$ cat config.mk
export PLATFORM = sky130hd
export DESIGN_NAME = hazard_ctrl
export DESIGN_NICKNAME = d
export VERILOG_FILES = /design/src/rtl/hazard_ctrl.sv
export SDC_FILE = /design/constraint.sdc
export NUM_CORES = 1
export LEC_CHECK = 0
export ABC_AREA = 1
export CAP_MARGIN = 15
export CORE_MARGIN = 3
export CORE_UTILIZATION = 49
export CTS_CLUSTER_DIAMETER = 80
export DETAILED_ROUTE_END_ITERATION = 8
export PLACE_DENSITY = 0.82
export SLEW_MARGIN = 15
export SYNTH_ARGS = -nofsm -noshare
export SYNTH_HDL_FRONTEND = slang
export SYNTH_SLANG_ARGS = --single-unit
$ cat constraint.sdc
create_clock -name clk -period 3.2 [get_ports clk]
set_input_delay 0.96 -clock clk [delete_from_list [all_inputs] [get_ports clk]]
set_output_delay 0.96 -clock clk [all_outputs]
set_load 0.02 [all_outputs]
$ cat src/rtl/hazard_ctrl.sv
// Pipeline hazard controller: load-use / branch-operand stalls, ID-stage branch forwarding,
// misprediction flush with wrong-path kill, and saturating stall/flush performance counters.
module hazard_ctrl (
  input  logic        clk,
  input  logic        rst,
  input  logic        id_valid,
  input  logic [4:0]  id_rs1,
  input  logic [4:0]  id_rs2,
  input  logic        id_use_rs1,
  input  logic        id_use_rs2,
  input  logic        id_is_branch,
  input  logic [4:0]  ex_rd,
  input  logic        ex_reg_write,
  input  logic        ex_is_load,
  input  logic [4:0]  mem_rd,
  input  logic        mem_reg_write,
  input  logic        mem_is_load,
  input  logic        i_prediction,
  input  logic        i_boj,
  input  logic        i_ex_stall,
  output logic        o_stall,
  output logic        o_bubble_ex,
  output logic        o_flush,
  output logic        o_kill_id,
  output logic        o_decode_forward_rs1,
  output logic        o_decode_forward_rs2,
  output logic        o_forward_branch,
  output logic [15:0] o_stall_cnt,
  output logic [15:0] o_flush_cnt
);

  typedef enum logic [1:0] {StRun, StHold, StFlush} state_e;

  state_e      state_q, state_d;
  logic [15:0] stall_cnt_q, stall_cnt_d;
  logic [15:0] flush_cnt_q, flush_cnt_d;

  logic ex_m1, ex_m2, mem_m1, mem_m2;
  logic ex_load_hit, mem_load_hit, haz_any, haz_two, mispredict;

  assign ex_m1  = id_valid & id_use_rs1 & ex_reg_write  & (ex_rd  != 5'd0) & (ex_rd  == id_rs1);
  assign ex_m2  = id_valid & id_use_rs2 & ex_reg_write  & (ex_rd  != 5'd0) & (ex_rd  == id_rs2);
  assign mem_m1 = id_valid & id_use_rs1 & mem_reg_write & (mem_rd != 5'd0) & (mem_rd == id_rs1);
  assign mem_m2 = id_valid & id_use_rs2 & mem_reg_write & (mem_rd != 5'd0) & (mem_rd == id_rs2);

  assign ex_load_hit  = ex_is_load & (ex_m1 | ex_m2);
  assign mem_load_hit = mem_is_load & (mem_m1 | mem_m2);
  // A branch behind a load in EX needs the value two cycles later; otherwise one cycle.
  assign haz_two      = id_is_branch & ex_load_hit;
  assign haz_any      = ex_load_hit | (id_is_branch & mem_load_hit);
  assign mispredict   = id_valid & (i_prediction ^ i_boj);

  always_ff @(posedge clk) begin
    if (rst) begin
      state_q     <= StRun;
      stall_cnt_q <= 16'h0000;
      flush_cnt_q <= 16'h0000;
    end else begin
      state_q     <= state_d;
      stall_cnt_q <= stall_cnt_d;
      flush_cnt_q <= flush_cnt_d;
    end
  end

  always_comb begin
    state_d     = state_q;
    stall_cnt_d = stall_cnt_q;
    flush_cnt_d = flush_cnt_q;
    if (!i_ex_stall) begin
      unique case (state_q)
        StRun: begin
          if (haz_two) begin
            state_d = StHold;
          end else if (!haz_any && mispredict) begin
            state_d = StFlush;
          end
        end
        StHold:  state_d = StRun;
        StFlush: state_d = StRun;
        default: state_d = StRun;
      endcase
    end
    // Only hazard stalls count; an EX freeze holds both counters.
    if (o_stall && !i_ex_stall && stall_cnt_q != 16'hFFFF) begin
      stall_cnt_d = stall_cnt_q + 16'd1;
    end
    if (o_flush && flush_cnt_q != 16'hFFFF) begin
      flush_cnt_d = flush_cnt_q + 16'd1;
    end
  end

  always_comb begin
    o_stall              = 1'b0;
    o_bubble_ex          = 1'b0;
    o_flush              = 1'b0;
    o_kill_id            = 1'b0;
    o_decode_forward_rs1 = 1'b0;
    o_decode_forward_rs2 = 1'b0;
    o_forward_branch     = 1'b0;
    if (!rst) begin
      if (i_ex_stall) begin
        o_stall = 1'b1;
      end else begin
        unique case (state_q)
          StRun: begin
            if (haz_any) begin
              o_stall     = 1'b1;
              o_bubble_ex = 1'b1;
            end else if (mispredict) begin
              o_flush = 1'b1;
            end
          end
          StHold: begin
            o_stall     = 1'b1;
            o_bubble_ex = 1'b1;
          end
          StFlush: o_kill_id = 1'b1;
          default: ;
        endcase
      end
      // ID holds a wrong-path instruction while in StFlush, so it must not steer forwarding.
      if (state_q != StFlush) begin
        o_decode_forward_rs1 = id_is_branch & ex_m1 & ~ex_is_load;
        o_decode_forward_rs2 = id_is_branch & ex_m2 & ~ex_is_load;
        o_forward_branch     = o_decode_forward_rs1 | o_decode_forward_rs2;
      end
    end
  end

  assign o_stall_cnt = stall_cnt_q;
  assign o_flush_cnt = flush_cnt_q;

endmodule

==> summary.txt <==
Die
  • Floorplan die height: 78.32 um
  • Count of pins on the block boundary: 72
  • Die Area: 6133 sq um
  • Initial Utilization: 0.5251
  • Core Rows: 25
  • Die Span X: 78.32 um
  • Core area: 4880 sq um

GRT
  • Gr usage total: 0.2392
  • Vias in the first global route: 2679
  • First-pass GRT wire length: 12100 um
  • Pin count of the biggest net entering global routing: 28
  • Grt ovf: 0
  • Antenna violations before repair: 0

Setup path
  • Maximum cell stage delay along the critical path: 0.24 ns
  • Kind of end point of the critical path: output pin
  • RR Endpoint: o_flush_cnt[0]$_SDFFE_PP0P_
  • Type of origin of the critical path: input port
  • Number of buffers and inverters on the critical path: 3
  • Critical Path Stages: 11
  • Startpoint of the worst-slack reg-to-reg timing path: o_flush_cnt[0]$_SDFFE_PP0P_
  • Top Family by Delay on Critical Path: simple AND/OR/NAND/NOR gates
  • Cell depth of the worst flop-to-flop path: 10
  • Most common cell type on the critical path: sky130_fd_sc_hd__buf_6
  • Destination of the critical timing path: o_flush
  • Largest fanout on the critical path: 3
  • Slowest CP cell: sky130_fd_sc_hd__or2_1
  • CP startpoint: ex_rd[0]
  • Data arrival at the endpoint of the critical path: 2.19 ns
  • Critical path cell sequence: buf_6 -> or2_1 -> nor2_2 -> nor2_2 -> nand2_2 -> nand2_4 -> nand2_4 -> buf_6 -> nand3_4 -> nor2_8 -> buf_6
  • Critical path class: in -> out
  • Endpoint required time on the critical path: 2.24 ns
  • Reg2Reg Setup Slack: 0.96 ns

Final layout
  • Count of nets after finishing: 515
  • Antenna diodes: 0
  • Layout cell share with drive strength beyond 1: 0.1975
  • Area growth from synthesis to final layout: 35.20%

STA
  • Hold_ws: 0.5105 ns
  • Setup skew after layout: 0.004392 ns
  • Slew at the pin closest to its max-slew limit: 0.5144 ns
  • Final setup slack of the worst path: 0.05208 ns
  • Highest achievable clock rate: 317.7 MHz
  • Final period demand of the worst path: 3.148 ns
  • Setup Viol. Count Final: 0
  • Slew margin rel.: 0.6539
  • Final hold violations: 0
  • Final-report max-slew violation count: 0
  • Post-route clock period utilization: 0.9837

Place
  • Global placer's final weighted congestion: 1.011
  • I/O Buffers: 71
  • Detailed Place HPWL: 5196 um
  • Setup Slack @ Placement: -0.7545 ns

Synth
  • Post-Syn Instances: 393
  • Cell Area, Synth: 2562 sq um
  • Area fraction of the dominant cell type after synthesis: 0.2656
  • Fraction of synthesized cell area in xor and xnor cells: 0.1265
  • Count of different cell masters after synthesis: 31
  • Fraction of the mapped netlist area in adder cells: 0.009766
  • Combinational family with the most area after synthesis: simple AND/OR/NAND/NOR gates
  • Ys Warns: 0
  • Cell types with the largest area share after synthesis: sky130_fd_sc_hd__dfxtp_1 (27%), sky130_fd_sc_hd__nand2_1 (13%), sky130_fd_sc_hd__xor2_1 (7.5%)
  • Library cell with the largest summed area after synthesis: sky130_fd_sc_hd__dfxtp_1
  • Mux share of post-synthesis cell area: 0
  • Synth Area in Compound Gates: 0.08252
  • Share of the yosys chip area belonging to registers: 0.2656
  • Average footprint of a synthesized cell: 6.520 sq um
  • Post-synthesis sequential element count: 34
  • Simple-gate share of the synthesized area: 0.4155
  • Net count after synthesis: 428

Power and ir drop
  • Combinational Power Share: 0.154
  • Max rail drop VDD: 0.2007 mV
  • Leakage power of the design: 0.001429 uW
  • Clock share of power: 0.371
  • Cell area power density: 259.6 nW/um^2
  • Relative contribution of sequential cells to total power: 0.474
  • Switching power of the nets: 240.6 uW
  • Internal power of the cells: 658.8 uW
  • Switching power as a share of total power: 0.2675

Run status
  • Run status: finished clean

Route
  • Number of search-and-repair iterations in the first detailed-routing pass: 5
  • Vias after detailed routing: 2871
  • DR DRC count: 0
  • Residual antenna-violating net count after detailed routing: 0
  • Wirelength, routed: 7137 um
  • Initial DRC Count: 181
  • DR WL/cell: 13.02 um
  • Number of vias per cell: 5.239

Clock tree
  • Clock net sink count: 34
  • Maximum level of the CTS H-tree: 2
  • Post-CTS clock slew at the launch and capture registers of the worst setup and hold paths: 0.07 ns
  • Number of buffers on the longest clock path: 2
  • TritonCTS clock tree: built
  • Clock root buffer: sky130_fd_sc_hd__clkbuf_8
  • Clock latency on the worst-skew pair: 0.28 ns
  • Number of clock buffers inserted by TritonCTS: 5

Job
  • Count of max-cap constraint violations: 0

Worst hold path
  • Class of the most critical hold timing path: reg -> reg
==> cell usage after synthesis <==
master,n
sky130_fd_sc_hd__nand2_1,92
sky130_fd_sc_hd__inv_1,45
sky130_fd_sc_hd__nand3_1,38
sky130_fd_sc_hd__nor2_1,38
sky130_fd_sc_hd__a21oi_1,34
sky130_fd_sc_hd__dfxtp_1,34
sky130_fd_sc_hd__xor2_1,22
sky130_fd_sc_hd__nand4_1,19
sky130_fd_sc_hd__xnor2_1,15
sky130_fd_sc_hd__nor3_1,10
sky130_fd_sc_hd__nand2_2,7
sky130_fd_sc_hd__clkbuf_1,5
sky130_fd_sc_hd__buf_6,4
sky130_fd_sc_hd__inv_2,4
sky130_fd_sc_hd__nor4_1,4
sky130_fd_sc_hd__o21ai_1,3
sky130_fd_sc_hd__ha_1,2
sky130_fd_sc_hd__nand2_4,2
sky130_fd_sc_hd__nand4_4,2
sky130_fd_sc_hd__nor2_2,2
sky130_fd_sc_hd__a21oi_2,1
sky130_fd_sc_hd__a31oi_1,1
sky130_fd_sc_hd__buf_2,1
sky130_fd_sc_hd__clkinv_1,1
sky130_fd_sc_hd__nand3_4,1
sky130_fd_sc_hd__nor2_4,1
sky130_fd_sc_hd__nor2_8,1
sky130_fd_sc_hd__nor3_4,1
sky130_fd_sc_hd__o21ai_0,1
sky130_fd_sc_hd__o22ai_1,1
sky130_fd_sc_hd__or2_1,1
==> power groups by stage <==
stage	combinational, uW	clock, uW	sequential, uW
after floorplan	65.3	0	437
after detailed placement	142	0	436
after global placement	140	0	436
final	139	334	427
after global routing	151	365	427
after CTS	137	344	427
==> worst reg2reg max path, stage by stage (launching register included) <==
cell and delay (ns):
sky130_fd_sc_hd__dfxtp_1 0.43, sky130_fd_sc_hd__ha_1 0.22, sky130_fd_sc_hd__nand3_1 0.20, sky130_fd_sc_hd__inv_2 0.11, sky130_fd_sc_hd__nand3_1 0.11, sky130_fd_sc_hd__nor3_1 0.14, sky130_fd_sc_hd__nand2_1 0.34, sky130_fd_sc_hd__nand2_4 0.33
sky130_fd_sc_hd__clkinv_1 0.12, sky130_fd_sc_hd__nor2_1 0.09, sky130_fd_sc_hd__nor2_1 0.05
==> how the worst min path moves through the flow <==
| stage | start | to | cells after the start |
|---|---|---|---|
| after global placement | o_stall_cnt[3]$_SDFFE_PP0P_ | o_stall_cnt[3]$_SDFFE_PP0P_ | 2 |
| after global routing | o_flush_cnt[15]$_SDFFE_PP0P_ | o_flush_cnt[15]$_SDFFE_PP0P_ | 2 |
| final | state_q[0]$_SDFFE_PP0P_ | state_q[0]$_SDFFE_PP0P_ | 2 |
| after detailed placement | state_q[0]$_SDFFE_PP0P_ | state_q[0]$_SDFFE_PP0P_ | 2 |
| after floorplan | state_q[0]$_SDFFE_PP0P_ | state_q[0]$_SDFFE_PP0P_ | 2 |
| after CTS | state_q[0]$_SDFFE_PP0P_ | state_q[0]$_SDFFE_PP0P_ | 2 |
==> per-stage QoR <==
step	power, uW	cell area, sq um	util	setup TNS, ns	cells
global route	942.9	3465	0.7100	-0.02906	548
floorplan	502.7	2562	-	0	393
CTS	906.8	3528	0.7231	0	548
global placement	576.5	3393	0.6954	-3.580	535
finish	899.5	3465	0.7100	0	548
detailed placement	578.0	3393	0.6954	-3.765	535
==> flip-flops by register name, summed over array words and instances, names as in the netlist <==
register	count
o_flush_cnt	16
o_stall_cnt	16
state_q	2
==> layout make-up <==
cell class	count	area, sq um
Multi-Input combinational cell	299	1679
Fill cell	450	1415
Clock inverter	2	12.51
Inverter	50	187.7
Sequential cell	34	680.7
Clock buffer	6	82.58
Tap cell	67	83.83
Timing Repair Buffer	90	738.2
==> kinds of logic after synthesis <==
family          count (synthesis)
buf+inv                        60
flops                          34
xor+xnor                       37
compound gates                 41
fa+ha+maj                       2
simple gates                  219
==> placed cells by master (no fill, tap or decap), types with 6 or more instances in the layout <==
master                            netlist  final
sky130_fd_sc_hd__nand2_1               92     90
sky130_fd_sc_hd__inv_1                 45     40
sky130_fd_sc_hd__buf_4                  0     20
sky130_fd_sc_hd__xor2_1                22     22
sky130_fd_sc_hd__nor3_1                10     10
sky130_fd_sc_hd__clkbuf_8               0      6
sky130_fd_sc_hd__inv_2                  4      9
sky130_fd_sc_hd__a21oi_1               34     31
sky130_fd_sc_hd__clkbuf_2               0     19
sky130_fd_sc_hd__nor2_1                38     33
sky130_fd_sc_hd__dfxtp_1               34     34
sky130_fd_sc_hd__nand2_2                7      8
sky130_fd_sc_hd__nor2_2                 2      7
sky130_fd_sc_hd__xnor2_1               15     13
sky130_fd_sc_hd__nand3_1               38     37
sky130_fd_sc_hd__nand4_1               19     19
sky130_fd_sc_hd__clkdlybuf4s50_1        0     39
==> what timing repair did <==
action / CTS / global route
gates resized for setup: 77 / 51
hold buffers: 0 / 0
pin swaps: 19 / 23
gates cloned: 0 / 0
buffers inserted: 5 / 0
hold endpoints to repair: 0 / 0
endpoints found under the setup margin: 7 / 7
==> routing by layer <==
layer	GRT usage	part of all wire	vias to the layer above
li1	-	-	1452
met5	0	0	-
met4	0.07867	0.016	0
met2	0.3733	0.45	129
met3	0.05275	0.074	13
met1	0.3267	0.46	1277
(Power assumes the default switching activity.)
